===== src/rtl/seg_display_ctrl.sv =====
// Seven-segment display controller: buffered symbols, static/blink/scroll.
// Optional blink support is compiled in with `define SEG_BLINK_EN.
module seg_display_ctrl #(
    parameter int NUM_DIGITS = 4,
    parameter int BLINK_DIV  = 25000000,
    parameter int SCROLL_DIV = 12500000
) (
    input  logic                    clk,
    input  logic                    rst,
    input  logic                    load_valid,
    output logic                    load_ready,
    input  logic [5*NUM_DIGITS-1:0] load_data,
    input  logic [1:0]              mode,
    output logic [7*NUM_DIGITS-1:0] segments
);

    localparam int OW = (NUM_DIGITS > 1) ? $clog2(NUM_DIGITS) : 1;
    localparam int SW = $clog2(SCROLL_DIV);
    localparam logic [OW-1:0] OLAST = OW'(NUM_DIGITS - 1);
    localparam logic [SW-1:0] SLAST = SW'(SCROLL_DIV - 1);

    localparam logic [1:0] M_BLINK  = 2'b01;
    localparam logic [1:0] M_SCROLL = 2'b10;

    typedef enum logic [1:0] {
        IDLE,
        BUSY,
        SHOW
    } state_t;

    state_t                    r_state;
    state_t                    w_next;
    logic                      r_ready;
    logic [5*NUM_DIGITS-1:0]   r_buf;
    logic [1:0]                r_mode;
    logic [SW-1:0]             r_scnt;
    logic [OW-1:0]             r_off;
    logic [7*NUM_DIGITS-1:0]   r_seg;
    logic [7*NUM_DIGITS-1:0]   w_seg_next;
    logic                      w_accept;
    logic                      w_clear;
    logic                      w_show;
    logic                      w_phase_on;

    assign load_ready = r_ready;
    assign segments   = r_seg;
    assign w_accept   = load_valid & r_ready;
    assign w_clear    = w_accept | (mode != r_mode);
    assign w_show     = (r_state == SHOW);

    // Active-low g..a pattern for one 5-bit symbol code.
    function automatic logic [6:0] f_decode(input logic [4:0] code);
        logic [6:0] seg;
        case (code)
            5'd0:    seg = 7'b1000000;
            5'd1:    seg = 7'b1111001;
            5'd2:    seg = 7'b0100100;
            5'd3:    seg = 7'b0110000;
            5'd4:    seg = 7'b0011001;
            5'd5:    seg = 7'b0010010;
            5'd6:    seg = 7'b0000010;
            5'd7:    seg = 7'b1111000;
            5'd8:    seg = 7'b0000000;
            5'd9:    seg = 7'b0010000;
            5'd10:   seg = 7'b0000110;
            5'd11:   seg = 7'b0001000;
            5'd12:   seg = 7'b0010010;
            5'd13:   seg = 7'b0010001;
            5'd14:   seg = 7'b0001001;
            5'd15:   seg = 7'b0101111;
            5'd16:   seg = 7'b0100001;
            5'd17:   seg = 7'b1000111;
            default: seg = 7'b1111111;
        endcase
        return seg;
    endfunction

    // Next-state logic: one BUSY cycle after every accepted load.
    always_comb begin
        w_next = r_state;
        unique case (r_state)
            IDLE:    if (w_accept) w_next = BUSY;
            BUSY:    w_next = SHOW;
            SHOW:    if (w_accept) w_next = BUSY;
            default: w_next = IDLE;
        endcase
    end

    // State register; ready is registered so it stays low during reset.
    always_ff @(posedge clk or posedge rst) begin
        if (rst) begin
            r_state <= IDLE;
            r_ready <= 1'b0;
        end else begin
            r_state <= w_next;
            r_ready <= (w_next != BUSY);
        end
    end

    // Symbol buffer and previous mode for change detection.
    always_ff @(posedge clk or posedge rst) begin
        if (rst) begin
            r_buf  <= {NUM_DIGITS{5'd31}};
            r_mode <= 2'b00;
        end else begin
            r_mode <= mode;
            if (w_accept) r_buf <= load_data;
        end
    end

    // Scroll step counter and rotation offset.
    always_ff @(posedge clk or posedge rst) begin
        if (rst) begin
            r_scnt <= '0;
            r_off  <= '0;
        end else if (w_clear) begin
            r_scnt <= '0;
            r_off  <= '0;
        end else if (w_show && mode == M_SCROLL) begin
            if (r_scnt == SLAST) begin
                r_scnt <= '0;
                r_off  <= (r_off == OLAST) ? '0 : r_off + OW'(1);
            end else begin
                r_scnt <= r_scnt + SW'(1);
            end
        end
    end

`ifdef SEG_BLINK_EN
    localparam int BW = $clog2(BLINK_DIV);
    localparam logic [BW-1:0] BLAST = BW'(BLINK_DIV - 1);

    logic [BW-1:0] r_bcnt;
    logic          r_phase;

    assign w_phase_on = r_phase;

    // Blink half-period counter and on/off phase.
    always_ff @(posedge clk or posedge rst) begin
        if (rst) begin
            r_bcnt  <= '0;
            r_phase <= 1'b1;
        end else if (w_clear) begin
            r_bcnt  <= '0;
            r_phase <= 1'b1;
        end else if (w_show && mode == M_BLINK) begin
            if (r_bcnt == BLAST) begin
                r_bcnt  <= '0;
                r_phase <= ~r_phase;
            end else begin
                r_bcnt <= r_bcnt + BW'(1);
            end
        end
    end
`else
    assign w_phase_on = 1'b1;
`endif

    // Decode buffer with rotation (scroll) and masking (blink off phase).
    always_comb begin
        int src;
        w_seg_next = '1;
        for (int i = 0; i < NUM_DIGITS; i++) begin
            src = i;
            if (mode == M_SCROLL) begin
                src = i - int'(r_off);
                if (src < 0) src = src + NUM_DIGITS;
            end
            w_seg_next[7*i +: 7] = f_decode(r_buf[5*src +: 5]);
        end
        if (mode == M_BLINK && !w_phase_on) w_seg_next = '1;
    end

    // Output register: blank in IDLE, hold through BUSY, update in SHOW.
    always_ff @(posedge clk or posedge rst) begin
        if (rst) begin
            r_seg <= '1;
        end else if (r_state == SHOW) begin
            r_seg <= w_seg_next;
        end else if (r_state == IDLE) begin
            r_seg <= '1;
        end
    end

endmodule

===== config.mk =====
export PLATFORM = sky130hd
export DESIGN_NAME = seg_display_ctrl
export DESIGN_NICKNAME = d
export VERILOG_FILES = /design/src/rtl/seg_display_ctrl.sv
export SDC_FILE = /design/constraint.sdc
export NUM_CORES = 1
export LEC_CHECK = 0
export CAP_MARGIN = 20
export CORE_MARGIN = 5
export CORE_UTILIZATION = 35
export CTS_CLUSTER_DIAMETER = 150
export DETAILED_ROUTE_END_ITERATION = 8
export PLACE_DENSITY = 0.55
export SLEW_MARGIN = 15
export SYNTH_ARGS = -nofsm -noshare
export SYNTH_HDL_FRONTEND = slang
export SYNTH_SLANG_ARGS = --single-unit

===== constraint.sdc =====
create_clock -name clk -period 4.04 [get_ports clk]
set_clock_uncertainty 0.1 [all_clocks]
set_input_delay 0.808 -clock clk [delete_from_list [all_inputs] [get_ports clk]]
set_output_delay 0.808 -clock clk [all_outputs]
set_load 0.005 [all_outputs]

# Yosys cells after proc, flatten, opt, wreduce, memory -nomap -nowiden
# Memory sizes are Yosys's and may differ from the RTL's.
# Index checks and enable logic that the tools add are counted.
# W data, S select, Z words.
[word_totals]
memories = 4
inputBits = 25
romBits = 896
out_inout_bits = 29
regBits = 79
word_cells = 68
[classes]
muxes = 19
reduce_logical = 7
eq_ne = 7
multipliers = 4
bitwise = 2
n_shift = 4
add_sub_neg = 10
magnitude_cmp = 4
[memory_table]
columns = ["name", "depth", "width", "read_ports", "rd_ports_with_merged_regs", "wr", "line_no", "source"]
rows = [
  ["(no name shown)", 32, 7, 1, 0, 0, "54", "case (code)"],
  ["(no name shown)", 32, 7, 1, 0, 0, "54", ""],
  ["(no name shown)", 32, 7, 1, 0, 0, "54", ""],
  ["(no name shown)", 32, 7, 1, 0, 0, "54", ""],
]
[op_table]
columns = ["cell", "n"]
rows = [
  ["$mux W32", 8],
  ["$mul A4 B32 Y32 const A", 4],
  ["$shiftx A20 B32 Y5", 4],
  ["$mux W24", 3],
  ["$mux W28", 2],
  ["$add A24 B1 Y24 const B", 1],
  ["$eq A24 B24 Y1 const B", 1],
  ["$add A3 B4 Y5 const B", 4],
  ["$lt A3 B1 Y1 const B", 4],
  ["$mux W2", 5],
  ["$eq A2 B2 Y1 const B", 3],
  ["$reduce_bool A2 Y1", 3],
  ["$sub A1 B2 Y3 const A", 2],
  ["$sub A2 B2 Y3 const A", 2],
  ["$pmux W2 S2", 1],
  ["$add A2 B1 Y2 const B", 1],
  ["$eq A2 B1 Y1 const B", 1],
  ["$logic_not A2 Y1", 1],
  ["$ne A2 B1 Y1 const B", 1],
  ["$ne A2 B2 Y1", 1],
  ["$reduce_and A2 Y1", 1],
  ["$reduce_or A2 Y1", 1],
  ["$and A1 B1 Y1", 1],
  ["$logic_and A1 B1 Y1", 1],
  ["$or A1 B1 Y1", 1],
]

# Longest topological paths before layout
# Gate-level depths: netlist (run 1).
# An unclocked memory read counts as a cell.
[depth]
ltp_word = 8
ltp_mapped = 11
depth_no_buf = 9

# Least setup slack after synthesis (run 1)
# OpenSTA, ideal clock, no wires.
[synth_path]
kind = "input port to flip-flop"
from = "in mode[0]"
to = "reg r_seg[22] (netlist: segments[22])"
arrival_ps = 2586
path_slack_ps = 1275
n_path_buf = 2
path_stages = 10
path_cell_list = "buf_6 -> nand3b_4 -> buf_6 -> a2bb2oi_1 -> o221a_2 -> ha_1 -> a221o_1 -> o211ai_1 -> a21oi_1 -> o22a_1"
[synth_between]
elab_chain_cells = 6
[synth_rtl]
columns = ["item", "line_no", "source"]
rows = [
  ["from (decl)", "13", "input logic [1:0] mode,"],
  ["$eq A2 B2 Y1", "165", "if (mode == M_SCROLL) begin"],
  ["$mux W32", "165", ""],
  ["$mul A4 B32 Y32", "169", "w_seg_next[7*i +: 7] = f_decode(r_buf[5*src +: 5]);"],
  ["$shiftx A20 B32 Y5", "169", ""],
  ["$mem_v2 Z32 W7", "n/a", ""],
  ["$mux W28", "178", "end else if (r_state == SHOW) begin"],
  ["to (signal assigned)", "179", "r_seg <= w_seg_next;"],
  ["to (decl)", "38", "logic [7*NUM_DIGITS-1:0] r_seg;"],
]
# No other way between the ends.
# A chain may end at the register's enable or synchronous reset.

# Worst setup path after layout (run 1)
[layout_path]
from = "in mode[0]"
to = "reg r_seg[8] (netlist: segments[8])"
# The elaborated chain is that of the path after synthesis.

==> results of run 1 <==
==> cell type report <==
class                   instances  area (sq um)
clock buffers                  10           239
clock inverters                 6           116
fillers                      1509          8750
inverters                      29           111
multi-input cells             415          3110
flip-flops and latches         79          2040
well taps                     211           264
repair buffers                 65           633
==> synthesized netlist by cell type, types with 4 or more instances <==
| cell | n |
|---|---|
| a31oi_1 | 7 |
| clkbuf_1 | 11 |
| or3_1 | 5 |
| inv_2 | 4 |
| inv_1 | 24 |
| a21o_1 | 6 |
| and3_1 | 5 |
| or2_1 | 7 |
| nor2_1 | 38 |
| nor2b_1 | 4 |
| xor2_1 | 13 |
| nand3b_1 | 4 |
| dfstp_2 | 48 |
| nor3_1 | 8 |
| o21ai_0 | 22 |
| a21oi_1 | 18 |
| o22a_1 | 9 |
| dfrtp_1 | 31 |
| mux2i_1 | 17 |
| ha_1 | 18 |
| a221oi_2 | 4 |
| mux2_2 | 23 |
| and2_1 | 5 |
| xnor2_1 | 8 |
| a2bb2oi_1 | 7 |
| nor4_1 | 4 |
| nand2_1 | 40 |
| nand2b_1 | 5 |
| nand3_1 | 25 |
| buf_6 | 7 |
| buf_4 | 6 |
| o22ai_1 | 11 |
| buf_2 | 6 |
| nand4_1 | 9 |
==> path summary, 6_finish.rpt <==
path                        startpoint          end  slack, ns  cells after the start
max reg2reg                   r_off[1]  segments[1]       1.33                      8
max in group asynchronous          rst    r_buf[10]       2.38                      4
min reg2reg                segments[4]  segments[4]       0.36                      2
min                        segments[4]  segments[4]       0.36                      2
min in group asynchronous          rst   r_scnt[13]       0.79                      3
max                            mode[0]  segments[8]       0.85                     10
==> sequential cells by signal, summed over array words and instances, names as in the netlist <==
signal	flops
segments	28
r_scnt	24
r_buf	20
r_mode	2
r_off	2
r_state	2
load_ready	1
==> cells in the final DEF (no fill, tap or decap), types with 4 or more instances in the layout <==
cell / count
nor2b_1: 4
o21ai_0: 22
inv_1: 23
clkbuf_16: 9
or2_1: 7
nor2_1: 38
nand4_1: 9
mux2i_1: 17
a31oi_1: 7
buf_4: 11
nor3_1: 8
xnor2_1: 8
ha_1: 18
nand3_1: 25
nand3b_1: 4
a221oi_2: 4
o22a_1: 9
clkdlybuf4s50_1: 53
o22ai_1: 11
a2bb2oi_1: 7
inv_2: 5
dfrtp_1: 31
a21o_1: 6
a21oi_1: 18
xor2_1: 13
dfstp_2: 48
mux2_2: 23
and2_1: 5
nand2_1: 40
nand2b_1: 5
or3_1: 5
and3_1: 5
==> metrics by stage <==
step / setup slack, ns / hold WS, ns
after global routing: 0.680 / 0.385
after global placement: 0.607 / 0.356
after CTS: 0.882 / 0.369
after floorplan: 1.19 / 0.348
after detailed placement: 0.524 / 0.358
final: 0.849 / 0.365
==> where the power goes <==
| group | leakage, nW | total [mW] | switching (mW) | internal, mW |
|---|---|---|---|---|
| logic | 1.47 | 1.03 | 0.544 | 0.482 |
| registers | 0.927 | 1.10 | 0.119 | 0.980 |
| clock network | 0.173 | 0.968 | 0.343 | 0.625 |
| total | 2.57 | 3.09 | 1.01 | 2.09 |
==> worst min-delay path: cells and delay by family, from the launching register on <==
kind            cells  cell delay [ns]
flops               1             0.37
compound gates      1             0.05
buf+inv             1             0.04
==> per-layer routing <==
metal / part of all wire (%) / vias to the layer above / global-route usage, %
met1: 47 / 2176 / 21.1
met3: 4.9 / 32 / 3.43
met4: 3.0 / 0 / 6.55
met5: 0 / - / 0
met2: 45 / 149 / 24.4
li1: - / 2142 / -
==> cells by family (layout without fill, tap and decap cells) <==
group	after synthesis	after routing	synth area share (%)
simple gates	185	185	19.3
compound gates	145	145	20.4
flops	79	79	37.2
buf+inv	61	110	6.04
mux	46	46	9.54
xor+xnor	21	21	3.36
fa+ha+maj	18	18	4.12
==> flow_summary.ini, run 1 <==
[cts]
numCtsBuffers = 9
clockBufferDepth = 2
clk_pin_slew_ns = 0.06
ctsResizeCount = 0
hold_buffers = 0
cts_setup_buffers = 0
clkLatencyLatePin_ns = 0.34
cts_tree = done
htreeDepth = 3
cts_root_buf = clkbuf_16
clkSinkCount = 79

[timing]
period_share_pct = 79.0
setup_tns_ns = 0
min_period_ns = 3.19
fmax_mhz = 313
finalMaxSlewViolations = 0
relSlewSlack_pct = 43.3
rsz0062_at_grt = false
finalHoldViolations = 0
worst_pin_slew_ns = 0.849
setup_viol = 0

[grt]
grt_pass1_wl_um = 23100
antenna_found_initial = 0
grt_max_degree = 80
grt_util_all_layers_pct = 15.7
grt_pass1_vias = 4388
grt_overflow = 0

[placement]
io_buffers = 53
place_congestion = 0.879
dp.cells = 798
placed_cell_area_sq_mm = 0.00613
hpwl_um = 10200

[logic_synthesis]
seq_area_frac_synth_pct = 37.2
synth-seq-cells = 79
synth_top_area_share_pct = 23.1
syn_nets = 598
avgSynthCellArea_sq_um = 9.85
ys.flop_type = dfstp_2
synthTopCellsByArea = dfstp_2 23%, dfrtp_1 14%, mux2_2 4.7%
post-synth-top-area-cell = dfstp_2
netlist_area_sq_mm = 0.00547
ys_warn_count = 0
synth-edff-count = 0
async_flop_share_pct = 100
synth_cell_types = 95
synthCells = 555

[pwr]
ir_drop_mv = 0.301
power.density_mw_per_mm2 = 475
power.total_mw = 3.09
p_leak_nw = 2.57

[critical_path]
cp_num_buf_inv = 3
path_cells = clkdlybuf4s50_1, nor2b_1, buf_4, nand3_1, a32oi_2, inv_1, ha_1, and2_1, o21ai_0, a311oi_2
critPathMaxFanout = 19
slowest_stage = clkdlybuf4s50_1
cpPeakStageDelay_ns = 0.62
start_kind = input pin
crit_type = input pin to register
setup.worst_path.end_class = register
path_delay_family = buffers and inverters
required_ns = 4.20
worstPathArrival_ns = 3.35

[routing]
drtAntennaViolNets = 0
num_vias = 4499
drt-total-wl_um = 14200
drtPass1Iterations = 5
drt_iter0_markers = 509
routedWlPerCell_um = 17.4
viasPerCell = 5.52
drc = 0

[floorplanning]
num_rows = 45
die-height_um = 135
dieArea_sq_mm = 0.0182
fp.dieW_um = 135
ios = 54
initial_core_util_pct = 35.8
core-area_sq_mm = 0.0153

[finish]
drive_gt1_share_pct = 23.5
diodes = 0
final_nets = 642
utilization_pct = 42.7
stdcell_area_sq_mm = 0.00651
final_cells = 815
syn2layout_area_growth_pct = 19.0

[run_status]
status = complete, no violations

[flow_run]
drv_cap = 0

[hold_path]
hp-class = register to register
No activity file was read; power rests on OpenSTA's default activity.
==> run 2: changes to the inputs <==
Settings changed: PLACE_DENSITY 0.55 to 0.57.
Clock period 4.04 ns to 2.6 ns, I/O delays scaled along.
==> flow_summary.ini, run 2 (synthesis results as in run 1) <==
[run_status]
status = complete, no violations

[cts]
clockBufferDepth = 2
htreeDepth = 3
clkSinkCount = 79
clk_pin_slew_ns = 0.06
cts_tree = done
cts_root_buf = clkbuf_16
clkLatencyLatePin_ns = 0.34
numCtsBuffers = 9

[critical_path]
path_delay_family = compound AO/OA/AOI/OAI gates
slowest_stage = dfrtp_1
crit_start = r_off[1]
crit_type = register to register
r2r-start = r_off[1]
required_ns = 2.76
worstPathArrival_ns = 2.58
reg2reg_depth = 9
setup.worst_path.end_class = register
start_kind = register
cp.depth = 9
critPathMaxFanout = 22
path_cells = buf_12, mux2_2, o22ai_1, o21bai_2, ha_1, a221o_1, o211ai_1, a21oi_1, o22a_1
cpPeakStageDelay_ns = 0.39
cp_num_buf_inv = 1

[timing]
min_period_ns = 2.42
period_share_pct = 93.0
setup_viol = 0
worst_pin_slew_ns = 0.798
rsz0062_at_grt = false
relSlewSlack_pct = 46.0
setup_tns_ns = 0
finalMaxSlewViolations = 0
finalHoldViolations = 0
fmax_mhz = 414

[grt]
antenna_found_initial = 0
grt_pass1_wl_um = 25400
grt_util_all_layers_pct = 17.3
grt_pass1_vias = 4789
grt_max_degree = 80
grt_overflow = 0

[routing]
drt-total-wl_um = 15400
drtAntennaViolNets = 0
num_vias = 4793
drc = 0
routedWlPerCell_um = 17.4
drt_iter0_markers = 280
drtPass1Iterations = 5
viasPerCell = 5.42

[finish]
mostFrequentLayoutCells = 75 x buf_4, 51 x clkdlybuf4s50_1, 48 x dfstp_2
syn2layout_area_growth_pct = 29.5
drive_gt1_share_pct = 32.0
diodes = 0
final_common_cell = buf_4
final_nets = 712
stdcell_area_sq_mm = 0.00708
largest_reg_flops = 28

[placement]
place_congestion = 0.918
placed_cell_area_sq_mm = 0.00668
io_buffers = 53
hpwl_um = 11400

[hold_path]
hold_depth = 2
hold_start = segments[4]
hp-class = register to register

[floorplanning]
ios = 54
num_rows = 45
initial_core_util_pct = 35.8
dieArea_sq_mm = 0.0182
core-area_sq_mm = 0.0153
die-height_um = 135
fp.dieW_um = 135

[pwr]
ir_drop_mv = 0.300
p_leak_nw = 2.92
power.density_mw_per_mm2 = 693

[flow_run]
drv_cap = 0
==> run 2: cell count changes in the layout (fill, tap and decap cells not counted), moves of 2 or more <==
cell and delta:
or2_1 -2, clkinv_4 -2, mux2i_1 -2, dlymetal6s2s_1 +2, clkdlybuf4s50_1 -2, buf_4 +64
buf_12 +5, clkbuf_1 +2, or2_4 +2, bufinv_16 -2
==> run 2: per-layer routing <==
layer	vias up	GRT usage, %	share of wire (%)
met5	-	0	0
met4	0	6.16	1.6
met3	18	2.98	4.5
met2	125	26.6	46
met1	2368	24.4	48
li1	2282	-	-
==> run 2: worst paths after layout <==
check	end	slack [ns]
setup reg to reg	segments[22]	0.18
hold / removal	segments[4]	0.36
hold reg to reg	segments[4]	0.36
min in group asynchronous	load_ready	0.50
max in group asynchronous	r_buf[3]	1.53
setup / recovery	segments[22]	0.18
==> run 2: stage by stage <==
step                      power, mW  hold WS, ns  setup WS [ns]  instances  util (%)
after floorplan                2.74        0.348         0.0361        555         -
after global placement         3.58        0.354         -0.337        864      43.8
after detailed placement       3.59        0.359         -0.383        864      43.8
after CTS                      4.92        0.368        0.00155        880      45.8
after global routing           5.20        0.373        0.00500        885      46.4
final                          4.91        0.363          0.183        885      46.4
==> run 2: timing repair <==
item	CTS	global route
setup endpoints to repair	1	22
pin swaps	0	2
resized for setup	1	13
hold buffers	0	0
buffers inserted	0	5
==> run 2: power breakdown <==
group | internal [mW] | switching [mW]
Combinational | 0.984 | 0.924
Clock | 0.796 | 0.499
Sequential | 1.52 | 0.181
==> run 2: cell type report <==
cell class,count,area [sq um]
Fill cell,1460,8170
Multi-Input combinational cell,415,3140
Sequential cell,79,2040
Timing Repair Buffer,135,1230
Tap cell,211,264
Clock buffer,13,260
Inverter,29,111
Clock inverter,3,42.5
==> run 2: tightest hold or removal path, stage by stage, from the launching register on <==
cell and delay [ns]:
dfstp_2 0.36, inv_1 0.04, a21oi_1 0.05
==> run 3: changes to the inputs <==
Settings changed: PLACE_DENSITY 0.57 to 0.55.
Clock period 2.6 ns to 3.1 ns, I/O delays scaled along.
==> flow_summary.ini, run 3 (synthesis results as in run 1) <==
[pwr]
power.density_mw_per_mm2 = 596
internal_power_mw = 2.69
seq_power_share_pct = 35.4
p_leak_nw = 2.71
clockPowerShare_pct = 28.5
combPwrFrac_pct = 36.1
p_sw_mw = 1.31
ir_drop_mv = 0.480
p_sw_share_pct = 32.8
power.total_mw = 4.01

[critical_path]
worstPathArrival_ns = 2.91
start_kind = input pin
r2r_slack_ns = 0.67
crit_end = segments[22]
crit_start = mode[1]
required_ns = 3.28
timing.rr.end = segments[22]
crit_type = input pin to register
reg2reg_depth = 9
r2r-start = r_off[1]
setup.worst_path.end_class = register
critPathMaxFanout = 12

[floorplanning]
initial_core_util_pct = 35.8
ios = 54
die-height_um = 135
core-area_sq_mm = 0.0153
fp.dieW_um = 135
dieArea_sq_mm = 0.0182
num_rows = 45

[cts]
clkLatencyLatePin_ns = 0.35
clkSinkCount = 79
cts_setup_buffers = 0
cts_tree = done
hold_buffers = 0
ctsResizeCount = 0
cts_root_buf = clkbuf_16
htreeDepth = 3
clk_pin_slew_ns = 0.06
numCtsBuffers = 9
clockBufferDepth = 2

[finish]
final_common_cell = clkdlybuf4s50_1
syn2layout_area_growth_pct = 22.9
fillCellCount = 1465
largest_reg_flops = 28
mostFrequentLayoutCells = 53 x clkdlybuf4s50_1, 48 x dfstp_2, 41 x buf_4
diodes = 0
drive_gt1_share_pct = 27.2
final_nets = 673

[placement]
hpwl_um = 10800
io_buffers = 53
place_congestion = 0.889

[timing]
min_period_ns = 2.73
worst_pin_slew_ns = 0.605
finalHoldViolations = 0
finalMaxSlewViolations = 0
fmax_mhz = 366
relSlewSlack_pct = 59.6
setup_viol = 0
setup_tns_ns = 0
rsz0062_at_grt = false
period_share_pct = 88.1

[grt]
grt_max_degree = 30
grt_overflow = 0
antenna_found_initial = 0
grt_pass1_wl_um = 24000
grt_pass1_vias = 4687
grt_util_all_layers_pct = 16.3

[routing]
routedWlPerCell_um = 17.0
viasPerCell = 5.42
drc = 0
drtAntennaViolNets = 0
drt_iter0_markers = 365
drtPass1Iterations = 5
num_vias = 4585
drt-total-wl_um = 14300

[flow_run]
drv_cap = 0

[hold_path]
hold_start = segments[7]
hp-class = register to register

[run_status]
status = complete, no violations
run 3: cell count changes in the layout (fill, tap and decap cells not counted), moves of 2 or more:
| cell | previous run | this run |
|---|---|---|
| clkbuf_1 | 2 | 0 |
| buf_12 | 6 | 2 |
| dlymetal6s2s_1 | 2 | 0 |
| or2_4 | 2 | 0 |
| clkinv_4 | 0 | 2 |
| clkdlybuf4s50_1 | 51 | 53 |
| buf_4 | 75 | 41 |
| clkbuf_8 | 2 | 0 |
| mux2i_1 | 15 | 17 |
| or2_1 | 5 | 7 |
run 3: cell type report:
type	instances	area, sq um	area share, %
clock buffer	9	225	3.35
clock inverter	7	97.6	1.45
inverter	29	111	1.66
multi-input combinational	415	3110	46.2
sequential	79	2040	30.3
tap	211	264	3.93
timing repair buffer	96	878	13.1
run 3: worst min-delay path by stage:
stage,end,slack [ns],cells past startpoint
2_1_floorplan,segments[10],0.35,2
3_3_place_gp,segments[4],0.35,2
3_5_place_dp,segments[4],0.36,2
4_1_cts,segments[4],0.37,2
5_1_grt,segments[12],0.39,2
6_report,segments[7],0.36,2
run 3: metal layers:
metal / track usage (%) / wire (um)
met5: 0 / 0
met4: 7.45 / 448
met3: 3.32 / 505
met2: 24.6 / 6380
met1: 22.5 / 7010
run 3: power by group through the flow:
| stage | clock network [mW] | registers [mW] | logic, mW |
|---|---|---|---|
| after global routing | 1.22 | 1.44 | 1.59 |
| after detailed placement | 0 | 1.43 | 1.44 |
| after global placement | 0 | 1.43 | 1.42 |
| after CTS | 1.18 | 1.42 | 1.45 |
| after floorplan | 0 | 1.39 | 0.906 |
| final | 1.14 | 1.42 | 1.45 |
run 3: per-stage QoR:
step / setup WS [ns] / utilization [%] / instance area, sq um / cells / hold slack (ns)
4_1_cts: 0.371 / 44.1 / 6720 / 846 / 0.368
3_5_place_dp: 0.0109 / 41.9 / 6400 / 830 / 0.360
5_1_grt: 0.213 / 44.1 / 6720 / 846 / 0.388
2_1_floorplan: 0.436 / - / 5470 / 555 / 0.348
3_3_place_gp: 0.0844 / 41.9 / 6400 / 830 / 0.355
6_report: 0.370 / 44.1 / 6720 / 846 / 0.364
run 3: critical path: stages:
cell and delay (ns):
clkdlybuf4s50_1 0.51, buf_4 0.23, nand3b_4 0.12, a2bb2oi_1 0.15, o221a_2 0.29, ha_1 0.29
a221o_1 0.27, o211ai_1 0.17, a21oi_1 0.10, o22a_1 0.16
